## src/rtl/pipe_ctrl_pkg.sv

```systemverilog
// Shared CPU pipeline definitions: stall-vector encodings, multi-cycle FSM
// states and the EX length clamp helper.
package pipe_ctrl_pkg;

  // stall bit order: [0] PC, [1] IF, [2] ID, [3] EX, [4] MEM, [5] WB
  localparam logic [5:0] STALL_NONE = 6'b000000;
  localparam logic [5:0] STALL_IF   = 6'b000011;
  localparam logic [5:0] STALL_ID   = 6'b000111;
  localparam logic [5:0] STALL_EX   = 6'b001111;
  localparam logic [5:0] STALL_MEM  = 6'b011111;

  typedef enum logic [0:0] {
    IDLE    = 1'b0,
    MC_BUSY = 1'b1
  } mc_state_e;

  function automatic logic [5:0] clamp_len(input logic [5:0] len,
                                           input logic [5:0] max_len);
    logic [5:0] res;
    if (len > max_len) begin
      res = max_len;
    end else begin
      res = len;
    end
    return res;
  endfunction

endpackage

```

## src/rtl/pipe_ctrl_stall_wdog.sv

```systemverilog
// Stall watchdog: saturating count of consecutive stalled cycles and a
// sticky hang flag that rises in the cycle the count reaches WDOG.
module stall_wdog #(
  parameter int WDOG = 255
) (
  input  logic clk,
  input  logic rst,
  input  logic stall_active,
  output logic hang
);

  localparam int CW = $clog2(WDOG + 1);
  localparam logic [CW:0] WDOG_W = (CW + 1)'(WDOG);

  logic [CW-1:0] cnt_r;
  logic [CW-1:0] cnt_nxt_s;
  logic [CW:0]   cnt_inc_s;
  logic          hang_r;
  logic          reach_s;

  // Next count: increment while stalled, saturate at WDOG, clear otherwise.
  always_comb begin
    cnt_inc_s = {1'b0, cnt_r} + {{CW{1'b0}}, 1'b1};
    reach_s   = 1'b0;
    cnt_nxt_s = cnt_r;
    if (stall_active) begin
      if (cnt_inc_s >= WDOG_W) begin
        reach_s   = 1'b1;
        cnt_nxt_s = WDOG_W[CW-1:0];
      end else begin
        cnt_nxt_s = cnt_inc_s[CW-1:0];
      end
    end else begin
      cnt_nxt_s = {CW{1'b0}};
    end
  end

  // Counter and sticky flag registers.
  always_ff @(posedge clk) begin
    if (rst) begin
      cnt_r  <= {CW{1'b0}};
      hang_r <= 1'b0;
    end else begin
      cnt_r  <= cnt_nxt_s;
      hang_r <= hang_r | reach_s;
    end
  end

  assign hang = hang_r | reach_s;

endmodule

```

## src/rtl/pipe_ctrl.sv

```systemverilog
// Pipeline hazard controller: prioritised stall vector, multi-cycle EX
// sequencing, deferred branch flush and a stall watchdog.
module pipe_ctrl
  import pipe_ctrl_pkg::*;
#(
  parameter int MC_MAX = 32,
  parameter int WDOG   = 255
) (
  input  logic        clk,
  input  logic        rst,
  input  logic        stallreq_if,
  input  logic        stallreq_id,
  input  logic        ex_mc_start,
  input  logic [5:0]  ex_mc_len,
  input  logic        stallreq_mem,
  input  logic        flush_req,
  input  logic [31:0] flush_target,
  output logic [5:0]  stall,
  output logic        flush,
  output logic [31:0] new_pc,
  output logic        ex_mc_done,
  output logic        hang
);

  localparam logic [5:0] MC_MAX_L = 6'(MC_MAX);

  mc_state_e   state_r;
  mc_state_e   state_nxt_s;
  logic [5:0]  mc_cnt_r;
  logic [5:0]  mc_cnt_nxt_s;
  logic [5:0]  len_eff_s;
  logic        mc_start_s;
  logic        mc_active_s;
  logic        mc_last_s;
  logic        done_r;

  logic        flush_block_s;
  logic        flush_s;
  logic [31:0] tgt_sel_s;
  logic        pend_r;
  logic        pend_nxt_s;
  logic [31:0] pend_tgt_r;
  logic [31:0] pend_tgt_nxt_s;
  logic [31:0] new_pc_r;

  logic [5:0]  stall_s;
  logic        stall_act_s;
  logic        hang_s;

  // Flush arbitration: a flush can only leave while MEM is moving and EX is
  // not mid multi-cycle; otherwise the target waits in the pending register.
  always_comb begin
    flush_block_s  = stallreq_mem | (state_r == MC_BUSY);
    flush_s        = (flush_req | pend_r) & ~flush_block_s & ~rst;
    tgt_sel_s      = flush_req ? flush_target : pend_tgt_r;
    pend_nxt_s     = pend_r;
    pend_tgt_nxt_s = pend_tgt_r;
    if (flush_s) begin
      pend_nxt_s = 1'b0;
    end else if (flush_req) begin
      pend_nxt_s     = 1'b1;
      pend_tgt_nxt_s = flush_target;
    end else begin
      pend_nxt_s     = pend_r;
      pend_tgt_nxt_s = pend_tgt_r;
    end
  end

  // A branch flushing in this very cycle kills the EX op, so it cannot start.
  always_comb begin
    len_eff_s  = clamp_len(ex_mc_len, MC_MAX_L);
    mc_start_s = (state_r == IDLE) & ex_mc_start & (len_eff_s >= 6'd2) & ~flush_s;
    mc_last_s  = (state_r == MC_BUSY) & ~stallreq_mem & (mc_cnt_r <= 6'd1);
    mc_active_s = (state_r == MC_BUSY) | mc_start_s;
  end

  // Multi-cycle FSM next state; the start cycle is already stall cycle 1.
  always_comb begin
    state_nxt_s  = state_r;
    mc_cnt_nxt_s = mc_cnt_r;
    case (state_r)
      IDLE: begin
        if (mc_start_s) begin
          state_nxt_s  = MC_BUSY;
          mc_cnt_nxt_s = len_eff_s - 6'd1;
        end else begin
          state_nxt_s  = IDLE;
          mc_cnt_nxt_s = mc_cnt_r;
        end
      end
      MC_BUSY: begin
        if (stallreq_mem) begin
          state_nxt_s  = MC_BUSY;
          mc_cnt_nxt_s = mc_cnt_r;
        end else if (mc_cnt_r <= 6'd1) begin
          state_nxt_s  = IDLE;
          mc_cnt_nxt_s = 6'd0;
        end else begin
          state_nxt_s  = MC_BUSY;
          mc_cnt_nxt_s = mc_cnt_r - 6'd1;
        end
      end
      default: begin
        state_nxt_s  = IDLE;
        mc_cnt_nxt_s = 6'd0;
      end
    endcase
  end

  // Stall vector by priority; a flush cycle releases every stage.
  always_comb begin
    stall_s = STALL_NONE;
    if (rst) begin
      stall_s = STALL_NONE;
    end else if (flush_s) begin
      stall_s = STALL_NONE;
    end else if (stallreq_mem) begin
      stall_s = STALL_MEM;
    end else if (mc_active_s) begin
      stall_s = STALL_EX;
    end else if (stallreq_id) begin
      stall_s = STALL_ID;
    end else if (stallreq_if) begin
      stall_s = STALL_IF;
    end else begin
      stall_s = STALL_NONE;
    end
  end

  // Controller state registers.
  always_ff @(posedge clk) begin
    if (rst) begin
      state_r    <= IDLE;
      mc_cnt_r   <= 6'd0;
      done_r     <= 1'b0;
      pend_r     <= 1'b0;
      pend_tgt_r <= 32'd0;
      new_pc_r   <= 32'd0;
    end else begin
      state_r    <= state_nxt_s;
      mc_cnt_r   <= mc_cnt_nxt_s;
      done_r     <= mc_last_s;
      pend_r     <= pend_nxt_s;
      pend_tgt_r <= pend_tgt_nxt_s;
      new_pc_r   <= flush_s ? tgt_sel_s : new_pc_r;
    end
  end

  assign stall_act_s = |stall_s;

  stall_wdog #(
    .WDOG(WDOG)
  ) u_wdog (
    .clk          (clk),
    .rst          (rst),
    .stall_active (stall_act_s),
    .hang         (hang_s)
  );

  assign stall      = stall_s;
  assign flush      = flush_s;
  assign new_pc     = rst ? 32'd0 : (flush_s ? tgt_sel_s : new_pc_r);
  assign ex_mc_done = done_r & ~rst;
  assign hang       = hang_s & ~rst;

endmodule

```

## config.mk

```make
export PLATFORM = sky130hd
export DESIGN_NAME = pipe_ctrl
export DESIGN_NICKNAME = d
export VERILOG_FILES = /design/src/rtl/pipe_ctrl_pkg.sv /design/src/rtl/pipe_ctrl_stall_wdog.sv /design/src/rtl/pipe_ctrl.sv
export SDC_FILE = /design/constraint.sdc
export NUM_CORES = 1
export LEC_CHECK = 0
export CAP_MARGIN = 20
export CORE_UTILIZATION = 40
export DETAILED_ROUTE_END_ITERATION = 8
export PLACE_DENSITY_LB_ADDON = 0.08
export SYNTH_ARGS = -nofsm -noshare
export SYNTH_HDL_FRONTEND = slang
export SYNTH_SLANG_ARGS = --single-unit
```

## constraint.sdc

```tcl
create_clock -name clk -period 2.8 [get_ports clk]
set_clock_uncertainty 0.15 [all_clocks]
set_input_delay 0.56 -clock clk [delete_from_list [all_inputs] [get_ports clk]]
set_output_delay 0.56 -clock clk [all_outputs]
set_load 0.05 [all_outputs]
```

# Word-level counts from Yosys, hierarchy flattened
# Index checks and enable logic that the tools add are counted.
# classes
n_addsub,3
multipliers,0
n_div,0
n_lt_le_gt_ge,4
n_eq_ne,2
shifts,0
mux,21
n_bitwise,19
n_reduce_logical,4
# op_table
op,count
32-bit 2-to-1 mux,3
6-bit 2-to-1 mux,4
5-bit 2-to-1 mux,3
6-bit one-hot mux with 2 select lines,1
"6-bit by 1-bit subtractor with 6-bit output, second input constant",2
"8-bit by 1-bit adder with 9-bit output, second input constant",1
1-bit AND,9
"9-bit by 8-bit greater-or-equal comparator with 1-bit output, second input constant",1
8-bit 2-to-1 mux,1
"6-bit by 2-bit greater-or-equal comparator with 1-bit output, second input constant",1
"6-bit greater-than comparator, second input constant",1
"6-bit by 1-bit <= comparator with 1-bit output, second input constant",1
1-bit NOT,6
6-bit OR reduction,1
1-bit 2-to-1 mux,5
4-bit 2-to-1 mux,1
"2-bit != test, second input constant",2
1-bit bitwise OR,4
2-bit OR reduction,2
3-bit 2-to-1 mux,1
2-bit 2-to-1 mux,1
1-bit one-hot mux with 2 select lines,1
2-bit AND reduction,1
# word_totals
register_bits,82
latch_bits,0
ram_bits,0
rom_bits,0
inputBits,45
output_inout_bits,41
elab_cells,61
memories,0

# Logic depth before layout (Yosys ltp)
# Gate-level depths: netlist of run 1.
# depth
ltp_word,15
ltp_mapped,10
ltp_nobuf,8

# Hierarchy
# From an unflattened synthesis of run 1, not the netlist that was laid out.
# unflattened
cells_unflattened,367
area_unflattened_um2,3505.9
# modules_own_cells
mod,n_inst,cells_each,area_each_um2,seq_area_each_um2
pipe_ctrl,1,315,3035.4,1461.4
stall_wdog,1,52,470.5,180.2

# Worst setup path before layout of run 1
# OpenSTA, ideal clock, no wires.
# synth_path
path_kind,input-to-output
start,in stallreq_mem
end,out new_pc[0]
arrival_ps,2601
t_required_ps,2090
path_slack_ps,-511
cell_stages,6
path_buffers,3
cell_sequence,clkbuf_1 -> nor3_1 -> nand2b_1 -> clkbuf_1 -> clkbuf_1 -> o21ai_0
# synth_via
elab_chain_cells,6
# synth_lines
element,line_no,text
from (decl),pipe_ctrl.sv:15,"input logic stallreq_mem,"
1-bit bitwise OR,pipe_ctrl.sv:53,flush_block_s = stallreq_mem | (state_r == MC_BUSY);
1-bit NOT,pipe_ctrl.sv:54,flush_s = (flush_req | pend_r) & ~flush_block_s & ~rst;
1-bit AND (2 in series),pipe_ctrl.sv:54,
32-bit 2-to-1 mux,pipe_ctrl.sv:162,assign new_pc = rst ? 32'd0 : (flush_s ? tgt_sel_s : new_pc_r);
32-bit 2-to-1 mux,--,
to (decl),pipe_ctrl.sv:20,"output logic [31:0] new_pc,"
# Every way passes these cells.

# Worst setup path after layout of run 1
# layout_path
start,in ex_mc_len[4]
end,out stall[0]
# layout_via
elab_chain_cells,10
# layout_lines
element,line_no,text
from (decl),pipe_ctrl.sv:14,"input logic [5:0] ex_mc_len,"
6-bit greater-than comparator,pipe_ctrl_pkg.sv:20,if (len > max_len) begin
6-bit 2-to-1 mux (*),pipe_ctrl_pkg.sv:20,
6-bit by 2-bit greater-or-equal comparator with 1-bit output (*),pipe_ctrl.sv:72,mc_start_s = (state_r == IDLE) & ex_mc_start & (len_eff_s >= 6'd2) & ~flush_s;
1-bit AND (*) (2 in series),pipe_ctrl.sv:72,
1-bit bitwise OR (*),pipe_ctrl.sv:74,mc_active_s = (state_r == MC_BUSY) | mc_start_s;
4-bit 2-to-1 mux (*),pipe_ctrl.sv:119,end else if (mc_active_s) begin
5-bit 2-to-1 mux (*),pipe_ctrl.sv:117,end else if (stallreq_mem) begin
5-bit 2-to-1 mux (*),pipe_ctrl.sv:115,end else if (flush_s) begin
5-bit 2-to-1 mux (*),pipe_ctrl.sv:113,if (rst) begin
to (decl),pipe_ctrl.sv:18,"output logic [5:0] stall,"
# Every way passes the cells marked *; elsewhere a longest branch is shown, timed or not.

==> key figures, run 1 <==
Clocking
  • CTS tree: yes
  • CTS max path bufs: 2
  • Clk sink count: 82
  • Cts hold-fix bufs: 0
  • CTS H-tree lvls: 3
  • Register clock-pin slew on the reported worst setup and hold paths: 0.09 ns
  • CTS buffer count: 9
  • Clock latency on the worst-skew pair: 0.35 ns
  • Root Buffer: clkbuf_8

Global routing
  • Vias in the first global route: 3,042
  • GR Util All Layers: 0.203
  • Global-route wire length before repair: 14,200 um
  • Overflow left after global routing: 0
  • Largest net degree at the start of global routing: 35
  • Antenna violations before repair: 0

Logic synthesis
  • Synth top area cells: dfxtp_1 46%, mux2i_1 9.1%, a22o_1 7.9%
  • Syn_nets: 421
  • Post-synth top flop: dfxtp_1
  • Mapped Area: 3530 um^2
  • Async set-reset flop share out of synthesis: 0
  • Post-Syn Instances: 370
  • Share of the synthesized area in the top cell type: 0.464
  • Post-synthesis cell type count: 48
  • Synthesized flop and latch total: 82
  • Leading area contributor after synthesis: dfxtp_1
  • Sequential cell area fraction in the yosys report: 0.464
  • Synthesized area per cell: 9.55 um^2
  • Number of synthesis warnings: 0
  • Post-synth EDFFs: 0

Drt
  • Initial DRC Count: 154
  • DRC: 0
  • Detailed-route via count: 3,154
  • Vias per inst: 5.44
  • Antenna Nets Post-Route: 0
  • Drt total wl: 8960 um
  • First-pass detailed-route iteration total: 5
  • Post-DR wirelength/cell: 15.4 um

Power
  • Total power: 2980 uW
  • VDD IR max: 0.000344 V
  • Static Leak: 0.00222 uW
  • Power density over the cells: 535 nW/um^2

Timing
  • Max_slew headroom: 0.592
  • Worst hold margin: 0.331 ns
  • Measured slew at the worst slew-check pin: 0.610 ns
  • Final hold viol count: 0
  • Final setup fails: 3
  • Setup WS post-layout: -0.139 ns
  • RSZ-0062 raised after global routing: yes
  • Peak Freq: 0.340 GHz
  • Fin crit share: 1.05
  • Final Slew Violations: 0
  • Final min period: 2.94 ns

Status
  • Outcome: complete, but fails checks
  • Failing checks: setup timing

Worst setup path
  • CP Max Fanout: 3
  • CP max stage cell: or4_4
  • Worst Setup End Kind: output port
  • Crit-path cells: buf_6 -> or3_4 -> or4_4 -> and2_4 -> o21ai_4 -> clkinvlp_4 -> buf_12
  • Arr. time, crit path: 2.23 ns
  • CP top delay family: simple AND/OR/NAND/NOR gates
  • WS Path Type: primary input to output port
  • CP peak stage delay: 0.44 ns
  • Worst Path Buf+Inv: 3
  • CP required: 2.09 ns
  • CP startpoint kind: primary input

Cells and area
  • Layout Cells excl Fill: 580
  • Fill count: 679
  • Syn-to-layout area delta: 57.6%
  • Final net count: 521
  • Share of cells above drive strength 1: 0.318
  • Final Util: 0.664
  • Antenna Cells: 0

Placement
  • Worst slack, placed: -0.622 ns
  • Gp weighted congestion: 0.806
  • Hpwl dp: 6070 um
  • PortBufs: 84
  • DP Cell Count: 562

Floorplan
  • Starting Density: 0.422
  • Core area: 8380 um^2
  • Die span in y: 96.0 um
  • Number of top-level pins: 86
  • Die area: 9220 um^2
  • Cell Rows: 33
  • Die Width: 96.0 um

Run
  • Max-Cap Viols: 0

Hold path
  • Min-delay worst type: flip-flop to flip-flop
## path summary, 6_finish.rpt
| path | end | start | cells after the start | slack [ns] |
|---|---|---|---|---|
| max reg2reg | mc_cnt_r[5] | mc_cnt_r[0] | 5 | 0.84 |
| min | pend_tgt_r[22] | pend_tgt_r[22] | 1 | 0.33 |
| min reg2reg | pend_tgt_r[22] | pend_tgt_r[22] | 1 | 0.33 |
| max | stall[0] | ex_mc_len[4] | 7 | -0.14 |
## metrics by stage
stage	cell area [um^2]	setup TNS [ns]
final	5570	-0.333
after global routing	5570	-0.457
after CTS	5520	-0.630
after detailed placement	5160	-6.33
after global placement	5160	-5.58
after floorplan	3640	-2.37
## metal layers
metal  track usage  vias up  part of all wire
met5             0        -                 0
met4        0.0597        0            0.0081
met3        0.0671        6             0.062
met2         0.346       89              0.48
met1         0.243     1493              0.45
li1              -     1566                 -
## area by class of cell
| type | instances | area [um^2] | area share |
|---|---|---|---|
| clock inverters | 7 | 100 | 0.0180 |
| clock buffers | 9 | 124 | 0.0222 |
| flip-flops and latches | 82 | 1640 | 0.295 |
| well taps | 105 | 131 | 0.0236 |
| multi-input cells | 244 | 1970 | 0.353 |
| repair buffers | 119 | 1540 | 0.277 |
| inverters | 14 | 58.8 | 0.0106 |
## flip-flops by register name, indices dropped and copies added, names as in the netlist
name and count:
state_r 1, pend_tgt_r 32, new_pc_r 32, pend_r 1, u_wdog.cnt_r 8, u_wdog.hang_r 1
mc_cnt_r 6, done_r 1
## what timing repair did
action                                  in CTS  in global routing
endpoints found under the setup margin      37                 37
buffers inserted                             1                  1
cloned                                       0                  0
pin swaps                                    6                  6
resized for setup                           52                 11
## cell usage after synthesis (all sizes together) (2+ instances only)
library cell,count
nand2,22
nor3,7
nand3b,20
or3,3
a21oi,12
nor2,13
nor4,4
ha,6
o22ai,2
a211oi,4
a311oi,3
o21ai,42
o311a,2
nand3,6
mux2i,32
a22o,32
clkbuf,16
o211ai,2
xnor2,3
and2,2
inv,14
xor2,2
nand2b,3
buf,14
dfxtp,82
and3,2
nor2b,3
a31oi,4
## worst register-to-register path: cells and delay by family, from the launching register on
family / cells / cell delay (ns)
buf+inv: 1 / 0.10
fa+ha+maj: 1 / 0.25
flops: 1 / 0.40
compound gates: 3 / 0.98
## cell usage in the layout, fill, tap and decap left out, types with 8 or more instances in the layout
cell type,synthesis,layout
nand3b_1,20,20
buf_12,0,44
a22o_1,32,32
mux2i_1,32,32
clkbuf_8,0,9
o21ai_2,1,24
o21ai_4,0,10
a21oi_1,12,12
dfxtp_1,82,81
nand2_1,22,19
buf_4,2,30
clkdlybuf4s50_1,0,36
o21ai_0,40,8
nor2_1,13,12
inv_1,14,11
## kinds of logic (layout without fill, tap and decap cells)
kind of cell | Yosys count | after routing | share of synthesized area
AO/OA/AOI/OAI | 111 | 111 | 0.217
AND/OR/NAND/NOR | 89 | 89 | 0.139
XOR/XNOR | 5 | 5 | 0.0124
buffers and inverters | 44 | 149 | 0.0538
flip-flops | 82 | 82 | 0.464
adder cells (fa/ha/maj) | 6 | 6 | 0.0212
other | 1 | 1 | 0.00106
multiplexers | 32 | 32 | 0.0906
## power breakdown
group,internal [uW],switching (uW)
clock,508,448
combinational,352,391
sequential,1240,40.3
total,2100,879
No activity file was read; power rests on OpenSTA's default activity.
==> inputs of run 2 (changes only) <==
- clock period: 2.8 -> 3.1 ns (I/O delays scaled with it)
==> run 2 against run 1 <==
The flow now finishes without violations. Wire length down 3.2%. Total power is 16% lower. Via count shrank 2.0%. Critical endpoint is now hang. Largest cell class unchanged. Highest routed layer unchanged.
==> key figures, run 2 (synthesized netlist as in run 1, its figures left out) <==
Power
  • Clock share of power: 0.287
  • NetSw: 758 uW
  • Static Leak: 0.00217 uW
  • Power density over the cells: 468 nW/um^2
  • Flop pwr share: 0.461
  • Total power: 2500 uW
  • Total internal power: 1740 uW
  • Net Sw Frac: 0.303
  • VDD IR max: 0.000270 V
  • Combinational Power Share: 0.252

Floorplan
  • Cell Rows: 33
  • Die area: 9220 um^2
  • Starting Density: 0.422
  • Die Width: 96.0 um
  • Core area: 8380 um^2
  • Die span in y: 96.0 um
  • Number of top-level pins: 86

Clocking
  • Clk sink count: 82
  • Root Buffer: clkbuf_8
  • CTS buffer count: 9
  • Cts hold-fix bufs: 0
  • Clock latency on the worst-skew pair: 0.34 ns
  • CTS max path bufs: 2
  • Register clock-pin slew on the reported worst setup and hold paths: 0.08 ns
  • CTS H-tree lvls: 3
  • CTS tree: yes

Global routing
  • Global-route wire length before repair: 14,000 um
  • Largest net degree at the start of global routing: 35
  • Antenna violations before repair: 0
  • Overflow left after global routing: 0
  • GR Util All Layers: 0.198
  • Vias in the first global route: 2,975

Cells and area
  • Layout Cells excl Fill: 595
  • Commonest non-fill, non-tap cell in the layout: dfxtp_1
  • Antenna Cells: 0
  • Syn-to-layout area delta: 51.2%
  • Fill count: 750
  • Largest registers: new_pc_r (32), pend_tgt_r (32), u_wdog.cnt_r (8)
  • Share of cells above drive strength 1: 0.259
  • Most frequent cells in the layout: 82 x dfxtp_1, 47 x buf_4, 39 x buf_12
  • Final net count: 536

Worst setup path
  • WS Path Type: primary input to output port
  • R2r setup slk: 1.14 ns
  • Reg2Reg Depth: 8
  • CP Max Fanout: 3
  • Reg-to-reg startpoint: pend_r
  • CP peak stage delay: 0.51 ns
  • Arr. time, crit path: 2.26 ns
  • CP startpoint kind: primary input
  • Worst Setup End Kind: output port
  • Crit-path cells: clkdlybuf4s15_1 -> nand2_2 -> ha_2 -> or4_4 -> and2_4 -> o21ai_4 -> buf_6 -> o22ai_1 -> buf_12
  • Reg2reg end: pend_tgt_r[13]
  • CP max stage cell: or4_4
  • CP required: 2.33 ns

Run
  • Max-Cap Viols: 0

Timing
  • Setup TNS: 0 ns
  • Fin crit share: 0.978
  • Max_slew headroom: 0.597
  • Final Slew Violations: 0
  • Measured slew at the worst slew-check pin: 0.602 ns
  • Final setup fails: 0
  • Final hold viol count: 0
  • Peak Freq: 0.330 GHz
  • Final min period: 3.03 ns

Placement
  • Gp weighted congestion: 0.803
  • PortBufs: 84
  • Hpwl dp: 6190 um
  • DP Cell Count: 575

Hold path
  • Hold path endpoint: u_wdog.hang_r
  • Hold Crit Depth: 2
  • Min-delay worst type: flip-flop to flip-flop
  • Hold Path Origin: u_wdog.hang_r

Drt
  • Highest routed layer: met4
  • Wire length on met3: 377 um
  • DRC: 0
  • Drt total wl: 8670 um
  • Initial DRC Count: 102
  • Antenna Nets Post-Route: 0
  • Post-Route M1 WL: 3930 um
  • First-pass detailed-route iteration total: 4
  • Vias per inst: 5.19
  • Detailed-route via count: 3,090
  • Post-DR wirelength/cell: 14.6 um
  • Met2 wire length: 4270 um

Status
  • Outcome: complete, no violations
## run 2: cell types whose count changed in the layout (fill, tap and decap cells not counted), moves of 3 or more
cell,delta
o21ai_2,-23
clkinv_4,+3
o21ai_1,+17
o21ai_4,-9
buf_12,-5
buf_4,+17
o21ai_0,+15
## run 2: layer usage
metal  track usage  vias to the layer above
li1              -                     1572
met3        0.0513                        9
met2         0.338                       55
met1         0.245                     1454
met4        0.0597                        0
met5             0                        -
## run 2: worst max path at each step
stage,endpoint,from,slack [ns]
after floorplan,new_pc[0],stallreq_mem,-0.33
after CTS,stall[1],ex_mc_len[4],-0.02
after global placement,stall[1],ex_mc_len[5],-0.40
final,hang,ex_mc_len[0],0.07
after global routing,new_pc[9],rst,-0.007
after detailed placement,stall[1],ex_mc_len[5],-0.41
## run 2: critical path: cells and delay by family
family | cells | cell delay (ns)
buffers and inverters | 3 | 0.49
adder cells (fa/ha/maj) | 1 | 0.16
AO/OA/AOI/OAI | 2 | 0.23
AND/OR/NAND/NOR | 3 | 0.74
## run 2: timing repair
action                     in CTS  in global routing
pin swaps                       5                  3
setup buffers                   3                  0
setup endpoints to repair      10                 23
gates resized for setup        24                  6
gates cloned                    0                  1
## run 2: final cells by class
type	count	area, um^2	share of cell area
Clock inverter	6	50.0	0.00937
Sequential cell	82	1640	0.307
Multi-Input combinational cell	245	1740	0.325
Timing Repair Buffer	133	1590	0.297
Tap cell	105	131	0.0246
Inverter	14	58.8	0.0110
Clock buffer	10	138	0.0258
## run 2: power groups by stage
stage / Clock (uW) / Combinational [uW] / Sequential [uW]
floorplan: 0 / 342 / 1170
global placement: 0 / 618 / 1170
detailed placement: 0 / 624 / 1180
CTS: 743 / 629 / 1150
global route: 786 / 678 / 1160
finish: 718 / 630 / 1150
## run 2: through the flow
step | area (um^2) | util | setup WS [ns] | hold slack [ns]
floorplan | 3560 | - | -0.331 | 0.292
global placement | 5120 | 0.611 | -0.397 | 0.305
detailed placement | 5120 | 0.611 | -0.412 | 0.304
CTS | 5310 | 0.634 | -0.0156 | 0.324
global route | 5340 | 0.638 | -0.00704 | 0.346
finish | 5340 | 0.638 | 0.0680 | 0.321
